[config.mk]
export PLATFORM = sky130hd
export DESIGN_NAME = ipm2l_hsstlp_rst_lane_seq_v1_0_flat
export DESIGN_NICKNAME = d
export VERILOG_FILES = /design/src/rtl/ipm2l_hsstlp_rst_lane_seq_v1_0_if.sv /design/src/rtl/ipm2l_hsstlp_rst_lane_seq_v1_0.sv /design/src/flat_wrapper.sv
export SDC_FILE = /design/constraint.sdc
export NUM_CORES = 1
export LEC_CHECK = 0
export CAP_MARGIN = 20
export CORE_MARGIN = 4
export CORE_UTILIZATION = 40
export CTS_CLUSTER_DIAMETER = 50
export DETAILED_ROUTE_END_ITERATION = 10
export GPL_TIMING_DRIVEN = 0
export PLACE_DENSITY = 0.63
export SLEW_MARGIN = 20
export SYNTH_ARGS = -nofsm -noshare
export SYNTH_HDL_FRONTEND = slang
export SYNTH_SLANG_ARGS = --single-unit
[constraint.sdc]
create_clock -name clk -period 6.71 [get_ports clk]
set_input_delay 2.013 -clock clk [delete_from_list [all_inputs] [get_ports clk]]
set_output_delay 2.013 -clock clk [all_outputs]
set_load 0.1 [all_outputs]
[src/rtl/ipm2l_hsstlp_rst_lane_seq_v1_0_if.sv]
// rtl/ipm2l_hsstlp_rst_lane_seq_v1_0_if.sv - lane reset sequencer control/status bundle
interface ipm2l_hsstlp_rst_lane_seq_v1_0_if;
  logic       lane_en;
  logic       pll_lock;
  logic       sigdet;
  logic       cdr_lock;
  logic       soft_rst;
  logic       lane_pma_rst;
  logic       lane_pcs_rst;
  logic       lane_ready;
  logic [2:0] seq_st;
  logic [2:0] retry_cnt;
  logic       timeout_err;

  // master: PLL-level reset logic / watchdog side; slave: the lane sequencer
  modport master (
    output lane_en, pll_lock, sigdet, cdr_lock, soft_rst,
    input  lane_pma_rst, lane_pcs_rst, lane_ready, seq_st, retry_cnt, timeout_err
  );

  modport slave (
    input  lane_en, pll_lock, sigdet, cdr_lock, soft_rst,
    output lane_pma_rst, lane_pcs_rst, lane_ready, seq_st, retry_cnt, timeout_err
  );
endinterface

[src/rtl/ipm2l_hsstlp_rst_lane_seq_v1_0.sv]
// rtl/ipm2l_hsstlp_rst_lane_seq_v1_0.sv - per-lane HSST PMA/CDR/PCS reset sequencer
module ipm2l_hsstlp_rst_lane_seq_v1_0 #(
  parameter int PMA_RST_CYC     = 32,
  parameter int LOCK_STABLE_CYC = 64,
  parameter int PCS_RST_CYC     = 16,
  parameter int WAIT_CNTR_WIDTH = 16,
  parameter int MAX_RETRY       = 3
) (
  input logic clk,
  input logic rst_n,
  ipm2l_hsstlp_rst_lane_seq_v1_0_if.slave lane_if
);

  localparam int PH_MAX = (PMA_RST_CYC > PCS_RST_CYC) ? PMA_RST_CYC : PCS_RST_CYC;
  localparam int PH_W   = $clog2(PH_MAX + 1);
  localparam int ST_W   = $clog2(LOCK_STABLE_CYC + 1);

  localparam logic [PH_W-1:0] PMA_LAST  = PH_W'(PMA_RST_CYC - 1);
  localparam logic [PH_W-1:0] PCS_LAST  = PH_W'(PCS_RST_CYC - 1);
  localparam logic [ST_W-1:0] STAB_LAST = ST_W'(LOCK_STABLE_CYC - 1);
  localparam logic [2:0]      RETRY_MAX = 3'(MAX_RETRY);

  typedef enum logic [2:0] {
    ST_IDLE     = 3'd0,
    ST_PMA_RST  = 3'd1,
    ST_WAIT_CDR = 3'd2,
    ST_PCS_RST  = 3'd3,
    ST_DONE     = 3'd4,
    ST_FAIL     = 3'd5
  } state_t;

  state_t                     state_q, state_d;
  logic [PH_W-1:0]            phase_q, phase_d;
  logic [WAIT_CNTR_WIDTH-1:0] wait_q, wait_d, wait_inc;
  logic [ST_W-1:0]            stab_q, stab_d;
  logic [2:0]                 retry_q, retry_d;
  logic                       terr_q, terr_d;
  logic                       pma_q, pcs_q, ready_q;
  logic                       locked;
  logic                       timeout;

  assign locked   = lane_if.sigdet & lane_if.cdr_lock;
  // wait_inc is the number of cycles spent in WAIT_CDR including this one
  assign wait_inc = wait_q + 1'b1;
  assign timeout  = &wait_inc;

  always_comb begin
    state_d = state_q;
    phase_d = '0;
    wait_d  = '0;
    stab_d  = '0;
    retry_d = retry_q;
    terr_d  = terr_q;
    if (lane_if.soft_rst) begin
      state_d = ST_IDLE;
      retry_d = '0;
      terr_d  = 1'b0;
    end else if (state_q == ST_FAIL) begin
      if (!lane_if.lane_en) begin
        state_d = ST_IDLE;
        retry_d = '0;
      end
    end else if (!lane_if.lane_en || !lane_if.pll_lock) begin
      state_d = ST_IDLE;
      retry_d = '0;
    end else begin
      case (state_q)
        ST_IDLE: state_d = ST_PMA_RST;
        ST_PMA_RST: begin
          if (phase_q == PMA_LAST) state_d = ST_WAIT_CDR;
          else                     phase_d = phase_q + 1'b1;
        end
        ST_WAIT_CDR: begin
          wait_d = wait_inc;
          if (locked) stab_d = stab_q + 1'b1;
          // a lock that completes on the timeout cycle still counts as success
          if (locked && (stab_q == STAB_LAST)) begin
            state_d = ST_PCS_RST;
          end else if (timeout) begin
            if ((retry_q + 3'd1) == RETRY_MAX) begin
              state_d = ST_FAIL;
              retry_d = RETRY_MAX;
              terr_d  = 1'b1;
            end else begin
              state_d = ST_PMA_RST;
              retry_d = retry_q + 3'd1;
            end
          end
        end
        ST_PCS_RST: begin
          if (!locked)                  state_d = ST_PMA_RST;
          else if (phase_q == PCS_LAST) state_d = ST_DONE;
          else                          phase_d = phase_q + 1'b1;
        end
        ST_DONE: if (!locked) state_d = ST_PMA_RST;
        default: state_d = ST_IDLE;
      endcase
    end
    if (state_d != state_q) begin
      phase_d = '0;
      wait_d  = '0;
      stab_d  = '0;
    end
  end

  always_ff @(posedge clk or negedge rst_n) begin
    if (!rst_n) begin
      state_q <= ST_IDLE;
      phase_q <= '0;
      wait_q  <= '0;
      stab_q  <= '0;
      retry_q <= '0;
      terr_q  <= 1'b0;
      pma_q   <= 1'b1;
      pcs_q   <= 1'b1;
      ready_q <= 1'b0;
    end else begin
      state_q <= state_d;
      phase_q <= phase_d;
      wait_q  <= wait_d;
      stab_q  <= stab_d;
      retry_q <= retry_d;
      terr_q  <= terr_d;
      pma_q   <= (state_d == ST_IDLE) || (state_d == ST_PMA_RST) || (state_d == ST_FAIL);
      pcs_q   <= (state_d != ST_DONE);
      ready_q <= (state_d == ST_DONE);
    end
  end

  assign lane_if.lane_pma_rst = pma_q;
  assign lane_if.lane_pcs_rst = pcs_q;
  assign lane_if.lane_ready   = ready_q;
  assign lane_if.seq_st       = state_q;
  assign lane_if.retry_cnt    = retry_q;
  assign lane_if.timeout_err  = terr_q;

endmodule

[src/flat_wrapper.sv]
// flat-port wrapper written by rule: the top's interface ports become plain ports
module ipm2l_hsstlp_rst_lane_seq_v1_0_flat 
#(
  parameter int PMA_RST_CYC     = 32,
  parameter int LOCK_STABLE_CYC = 64,
  parameter int PCS_RST_CYC     = 16,
  parameter int WAIT_CNTR_WIDTH = 16,
  parameter int MAX_RETRY       = 3
)
  (clk, rst_n, lane_if_lane_en, lane_if_pll_lock, lane_if_sigdet, lane_if_cdr_lock, lane_if_soft_rst, lane_if_lane_pma_rst, lane_if_lane_pcs_rst, lane_if_lane_ready, lane_if_seq_st, lane_if_retry_cnt, lane_if_timeout_err);
  ipm2l_hsstlp_rst_lane_seq_v1_0_if lane_if_i ();
  input logic clk;
  input logic rst_n;
  input wire logic [$bits(lane_if_i.lane_en)-1:0] lane_if_lane_en;
  input wire logic [$bits(lane_if_i.pll_lock)-1:0] lane_if_pll_lock;
  input wire logic [$bits(lane_if_i.sigdet)-1:0] lane_if_sigdet;
  input wire logic [$bits(lane_if_i.cdr_lock)-1:0] lane_if_cdr_lock;
  input wire logic [$bits(lane_if_i.soft_rst)-1:0] lane_if_soft_rst;
  output wire logic [$bits(lane_if_i.lane_pma_rst)-1:0] lane_if_lane_pma_rst;
  output wire logic [$bits(lane_if_i.lane_pcs_rst)-1:0] lane_if_lane_pcs_rst;
  output wire logic [$bits(lane_if_i.lane_ready)-1:0] lane_if_lane_ready;
  output wire logic [$bits(lane_if_i.seq_st)-1:0] lane_if_seq_st;
  output wire logic [$bits(lane_if_i.retry_cnt)-1:0] lane_if_retry_cnt;
  output wire logic [$bits(lane_if_i.timeout_err)-1:0] lane_if_timeout_err;
  assign lane_if_i.lane_en = lane_if_lane_en;
  assign lane_if_i.pll_lock = lane_if_pll_lock;
  assign lane_if_i.sigdet = lane_if_sigdet;
  assign lane_if_i.cdr_lock = lane_if_cdr_lock;
  assign lane_if_i.soft_rst = lane_if_soft_rst;
  assign lane_if_lane_pma_rst = lane_if_i.lane_pma_rst;
  assign lane_if_lane_pcs_rst = lane_if_i.lane_pcs_rst;
  assign lane_if_lane_ready = lane_if_i.lane_ready;
  assign lane_if_seq_st = lane_if_i.seq_st;
  assign lane_if_retry_cnt = lane_if_i.retry_cnt;
  assign lane_if_timeout_err = lane_if_i.timeout_err;
  ipm2l_hsstlp_rst_lane_seq_v1_0 #(.PMA_RST_CYC(PMA_RST_CYC), .LOCK_STABLE_CYC(LOCK_STABLE_CYC), .PCS_RST_CYC(PCS_RST_CYC), .WAIT_CNTR_WIDTH(WAIT_CNTR_WIDTH), .MAX_RETRY(MAX_RETRY)) u_core (.clk(clk), .rst_n(rst_n), .lane_if(lane_if_i));
endmodule
==> Word-level counts from Yosys, hierarchy flattened <==
Cells that the tools add are included.
{ "word_totals": {"ff_bits": 39, "in_bits": 7, "out_inout_bits": 10, "word_cells": 95} }
{ "classes": {"add_sub_neg": 4, "eq_ne": 19, "n_mux": 46, "n_bitwise": 1, "n_reduce_logical": 16} }
{ "op_table": {"columns": ["op", "count"], "rows": [
  ["$mux W16", 5],
  ["$mux W3", 19],
  ["$mux W6", 7],
  ["$mux W7", 6],
  ["$add A16 B1 Y16 const B", 1],
  ["$reduce_and A16 Y1", 1],
  ["$pmux W3 S5", 1],
  ["$eq A3 B3 Y1 const B", 4],
  ["$pmux W6 S2", 1],
  ["$eq A3 B2 Y1 const B", 3],
  ["$reduce_bool A4 Y1", 2],
  ["$add A7 B1 Y7 const B", 1],
  ["$eq A7 B6 Y1 const B", 1],
  ["$mux W1", 7],
  ["$add A6 B1 Y6 const B", 1],
  ["$eq A3 B1 Y1 const B", 2],
  ["$eq A6 B4 Y1 const B", 1],
  ["$eq A6 B5 Y1 const B", 1],
  ["$logic_not A3 Y1", 2],
  ["$ne A2 B2 Y1 const B", 3],
  ["$ne A3 B3 Y1 const B", 2],
  ["$reduce_and A6 Y1", 1],
  ["$reduce_bool A2 Y1", 3],
  ["$ne A4 B2 Y1 const B", 1],
  ["other kinds (7)", 10]
]} }

==> Depth between registers and ports, before layout <==
{ "depth": {"ltp_word": 12, "mapped_depth": 9, "ltp_nobuf": 7} }

==> Worst setup path after synthesis <==
Ideal clock, no wire load.
{ "synth_path": {"path_type": "input port to flip-flop", "from": "input lane_if_sigdet", "to": "register u_core.terr_q (netlist: u_core.lane_if.timeout_err)", "setup_ns": 0.120, "t_arrival_ns": 3.252, "t_required_ns": 6.590, "setup_slack_ns": 3.337, "path_stages": 6, "n_path_buf": 0, "path_cell_list": "nand2_1 > nor4_1 > nor2_1 > o211ai_1 > nor4_1 > o21ba_2"} }
{ "synth_between": {"elab_chain_cells": 4} }
{ "synth_rtl": {"columns": ["item", "line_no", "rtl"], "rows": [
  ["start, declared", "flat_wrapper.sv:16", "input wire logic [$bits(lane_if_i.sigdet)-1:0] lane_if_sigdet;"],
  ["$and A1 B1 Y1", "ipm2l_hsstlp_rst_lane_seq_v1_0.sv:42", "assign locked = lane_if.sigdet & lane_if.cdr_lock;"],
  ["$logic_and A1 B1 Y1", "ipm2l_hsstlp_rst_lane_seq_v1_0.sv:77", "if (locked && (stab_q == STAB_LAST)) begin"],
  ["$ne A2 B2 Y1 (no source line)", null, null],
  ["$reduce_and A6 Y1 (no source line)", null, null],
  ["end signal, assigned", "ipm2l_hsstlp_rst_lane_seq_v1_0.sv:123", "terr_q <= terr_d;"],
  ["end, declared", "ipm2l_hsstlp_rst_lane_seq_v1_0.sv:37", "logic terr_q, terr_d;"]
]} }
Every way passes these cells.
A chain may end at the register's enable or synchronous reset.

==> Worst setup path after layout <==
{ "layout_path": {"from": "register u_core.pma_q (netlist: u_core.lane_if.lane_pma_rst)", "to": "output lane_if_lane_pma_rst"} }
{ "layout_lines": {"columns": ["item", "line_no", "rtl"], "rows": [
  ["start, declared", "ipm2l_hsstlp_rst_lane_seq_v1_0.sv:38", "logic pma_q, pcs_q, ready_q;"],
  ["start signal, assigned", "ipm2l_hsstlp_rst_lane_seq_v1_0.sv:124", "pma_q <= (state_d == ST_IDLE) || (state_d == ST_PMA_RST) || (state_d == ST_FAIL);"],
  ["end, declared", "flat_wrapper.sv:19", "output wire logic [$bits(lane_if_i.lane_pma_rst)-1:0] lane_if_lane_pma_rst;"]
]} }
No word-level cell between the ends.

==> key figures <==
Logic synthesis
  • Share of the yosys chip area belonging to registers: 45.0%
  • Adder-cell share of the synthesized area: 3.46%
  • Ys async rst share: 100%
  • Mean Syn Cell Area: 9.28 sq um
  • Simple-gate area share of the yosys netlist: 28.9%
  • Synth Warn #: 0
  • Share of the synthesized area in the top cell type: 42.6%
  • Register bit total from synthesis: 39
  • Library cells used by synthesis: 52
  • Synth area leader: dfrtp_1
  • Complex-gate fraction of the synthesized area: 10.7%
  • Largest family of logic cells by synthesized area: simple AND/OR/NAND/NOR gates
  • Post-synth EDFFs: 0
  • Top cells by area, synth: dfrtp_1 43%, nor2_1 6.2%, xnor2_1 4.4%
  • Syn nets: 247
  • Mapped Area: 0.00217 sq mm
  • Synthesized instance count: 234
  • Ys flop type: dfrtp_1
  • Xor-xnor portion of the synthesized cell area: 8.87%
  • Mux cell area share after synthesis: 0%

Worst hold path
  • Hold Path Sink: u_core.stab_q[0]
  • Hold Crit Depth: 1
  • Min-delay worst type: register to register
  • Min-delay src: u_core.stab_q[0]

Drt
  • DRC violations left: 0
  • Drt first pass iters: 4
  • Final ANT Viol Nets: 0
  • Routed Wire Length: 4380 um
  • DR WL/cell: 13.3 um
  • DR vias/cell: 5.31
  • Via count: 1746
  • DRT iter0 DRCs: 78

Floorplanning
  • Die span in x: 81.7 um
  • Die ar.: 0.00667 sq mm
  • FP Rows: 26
  • Die Y: 81.7 um
  • Starting Density: 42.0%
  • Num ports: 17
  • CORE AREA: 0.00517 sq mm

Clocking
  • Hold buffers post-CTS: 0
  • Clk root buf: clkbuf_8
  • TritonCTS Buffers: 5
  • Post-CTS Resized: 0
  • Post-CTS setup repair buffer count: 0
  • Clock Sinks: 39
  • Clk buf depth: 2
  • CTS tree: built
  • CTS H-tree depth: 2
  • CTS clk-pin slew, worst paths: 90 ps
  • Worst-Skew Late Latency: 300 ps

STA
  • Hold_ws: 465 ps
  • Relative slew margins: 35.0%
  • Final Cycle Share: 59.1%
  • Slew @ Worst Pin: 971 ps
  • RSZ-0062 raised after global routing: no
  • Worst-case clock skew: 15.5 ps
  • Post-route setup TNS: 0 ps
  • Max-slew violations: 0
  • FMAX: 0.252 GHz
  • Final min period: 3970 ps
  • Setup-failing EPs final: 0
  • Hold Fails Final Rpt: 0

Placed design
  • GP Congestion: 0.796
  • Port-buffer cells: 16
  • HPWL Detailed: 3150 um

Setup path
  • CP top delay family: buffers and inverters
  • Setup CP Type: register to output pin
  • Reg2Reg Depth: 9
  • Max FO, Critical Path: 1
  • CP endpoint kind: output pin
  • CP Cell Sequence: clkdlybuf4s50_1
  • Worst path max stage delay: 1120 ps
  • Reg-to-reg endpoint: u_core.wait_q[9]
  • Startpoint Class: register
  • CP arrival: 1950 ps
  • Worst Path Buf+Inv: 1
  • Required @ worst endpoint: 4700 ps
  • Critical Path Slowest Stage Cell: clkdlybuf4s50_1
  • Crit Reg-Reg Startpoint: u_core.wait_q[0]
  • Reg-to-reg slack, setup: 3970 ps

Power
  • Total power: 459 uW
  • Pwr Density: 180 mW/mm^2
  • Leak: 0.998 nW
  • Peak supply drop: 100 uV

Global routing
  • Largest net degree at the start of global routing: 27
  • Vias in the first global route: 1663
  • First-pass GRT wire length: 7840 um
  • Grt ovf: 0
  • GRT Util Overall: 15.1%
  • Initial antenna violation count: 0

Cells and area
  • N_diodes: 0
  • Fillers: 478
  • Net count reported at finish: 271
  • Area occupied by multi-input gates: 0.00113 sq mm
  • Sequential cell area: 978 sq um
  • Area added between synthesis and finish: 17.5%
  • Fraction of layout cells with a size suffix above 1: 8.11%
  • Final core utilization: 49.3%

Run status
  • Status: finished clean

Job
  • Max-Cap Viols: 0
==> report_power, final <==
part	switching [mW]	internal [mW]	total (mW)
combinational	0.0108	0.00572	0.0165
clock	0.0866	0.120	0.207
sequential	0.000487	0.235	0.236
total	0.0979	0.361	0.459
==> synth_stat cells (3+ instances only) <==
master / n
dfrtp_1: 37
nand4_1: 4
inv_1: 7
nor2b_1: 3
xor2_1: 11
nor2_1: 36
nor3_1: 8
nand3b_1: 4
o31ai_1: 3
nand2_1: 21
nand2b_1: 4
and3_1: 4
nor3b_1: 3
or3_1: 4
o21ai_0: 8
nor4_1: 4
a21oi_1: 5
ha_1: 6
nand3_1: 12
xnor2_1: 11
==> layout make-up <==
type                    instances  area share (%)
plain buffers                   6            1.52
clock buffers                   6            3.24
clock inverters                 2            1.37
inverters                       7            1.03
multi-input cells             182            44.2
flip-flops and latches         39            38.3
well taps                      70            3.43
repair buffers                 17            6.86
==> per-layer routing <==
metal	up-vias	wire [um]	global-route usage, %
li1	870	-	-
met1	839	2030	19.9
met2	31	2110	24.3
met3	6	183	3.62
met4	0	55	4.65
met5	-	0	0
==> how the worst max path moves through the flow <==
stage	start	cells after the start	end	slack [ps]
after detailed placement	lane_if_sigdet	7	u_core.lane_if.timeout_err	2450
after CTS	u_core.lane_if.lane_pma_rst	1	lane_if_lane_pma_rst	2730
after floorplan	lane_if_sigdet	6	u_core.lane_if.timeout_err	3340
final	u_core.lane_if.lane_pma_rst	1	lane_if_lane_pma_rst	2740
after global placement	lane_if_sigdet	7	u_core.lane_if.timeout_err	2450
after global routing	lane_if_sigdet	7	u_core.lane_if.retry_cnt[0]	2570
==> metrics by stage <==
stage | instances | setup WS, ps | area (sq um)
floorplan | 234 | 3340 | 2170
global placement | 320 | 2450 | 2420
detailed placement | 321 | 2450 | 2430
CTS | 329 | 2730 | 2550
global route | 329 | 2570 | 2550
finish | 329 | 2740 | 2550
==> cells by family after synthesis <==
logic type | Yosys count
and+or+nand+nor | 120
DFF | 39
AOI/OAI and AO/OA | 34
xor gates and xnor gates | 22
buffers and inverters | 13
adders and majority gates | 6
==> cell usage in the layout (no fill, tap or decap), drive strengths merged, types with 3 or more instances in the layout <==
| master | instances |
|---|---|
| a21oi | 5 |
| nand3b | 4 |
| nand4 | 4 |
| and3 | 4 |
| nand3 | 13 |
| nor4 | 4 |
| dfrtp | 37 |
| o31ai | 3 |
| xor2 | 11 |
| inv | 7 |
| or3 | 4 |
| buf | 6 |
| nor2b | 3 |
| ha | 6 |
| nor3b | 3 |
| o21ai | 9 |
| clkbuf | 8 |
| nor2 | 36 |
| nand2b | 4 |
| xnor2 | 11 |
| nor3 | 8 |
| nand2 | 21 |
| clkdlybuf4s50 | 15 |
==> state kept, by name, indices dropped and copies added (netlist names), 3 cells and up <==
signal,cells
u_core.phase_q,6
u_core.lane_if.retry_cnt,3
u_core.lane_if.seq_st,3
u_core.wait_q,16
u_core.stab_q,7
No activity file was read; power rests on OpenSTA's default activity.
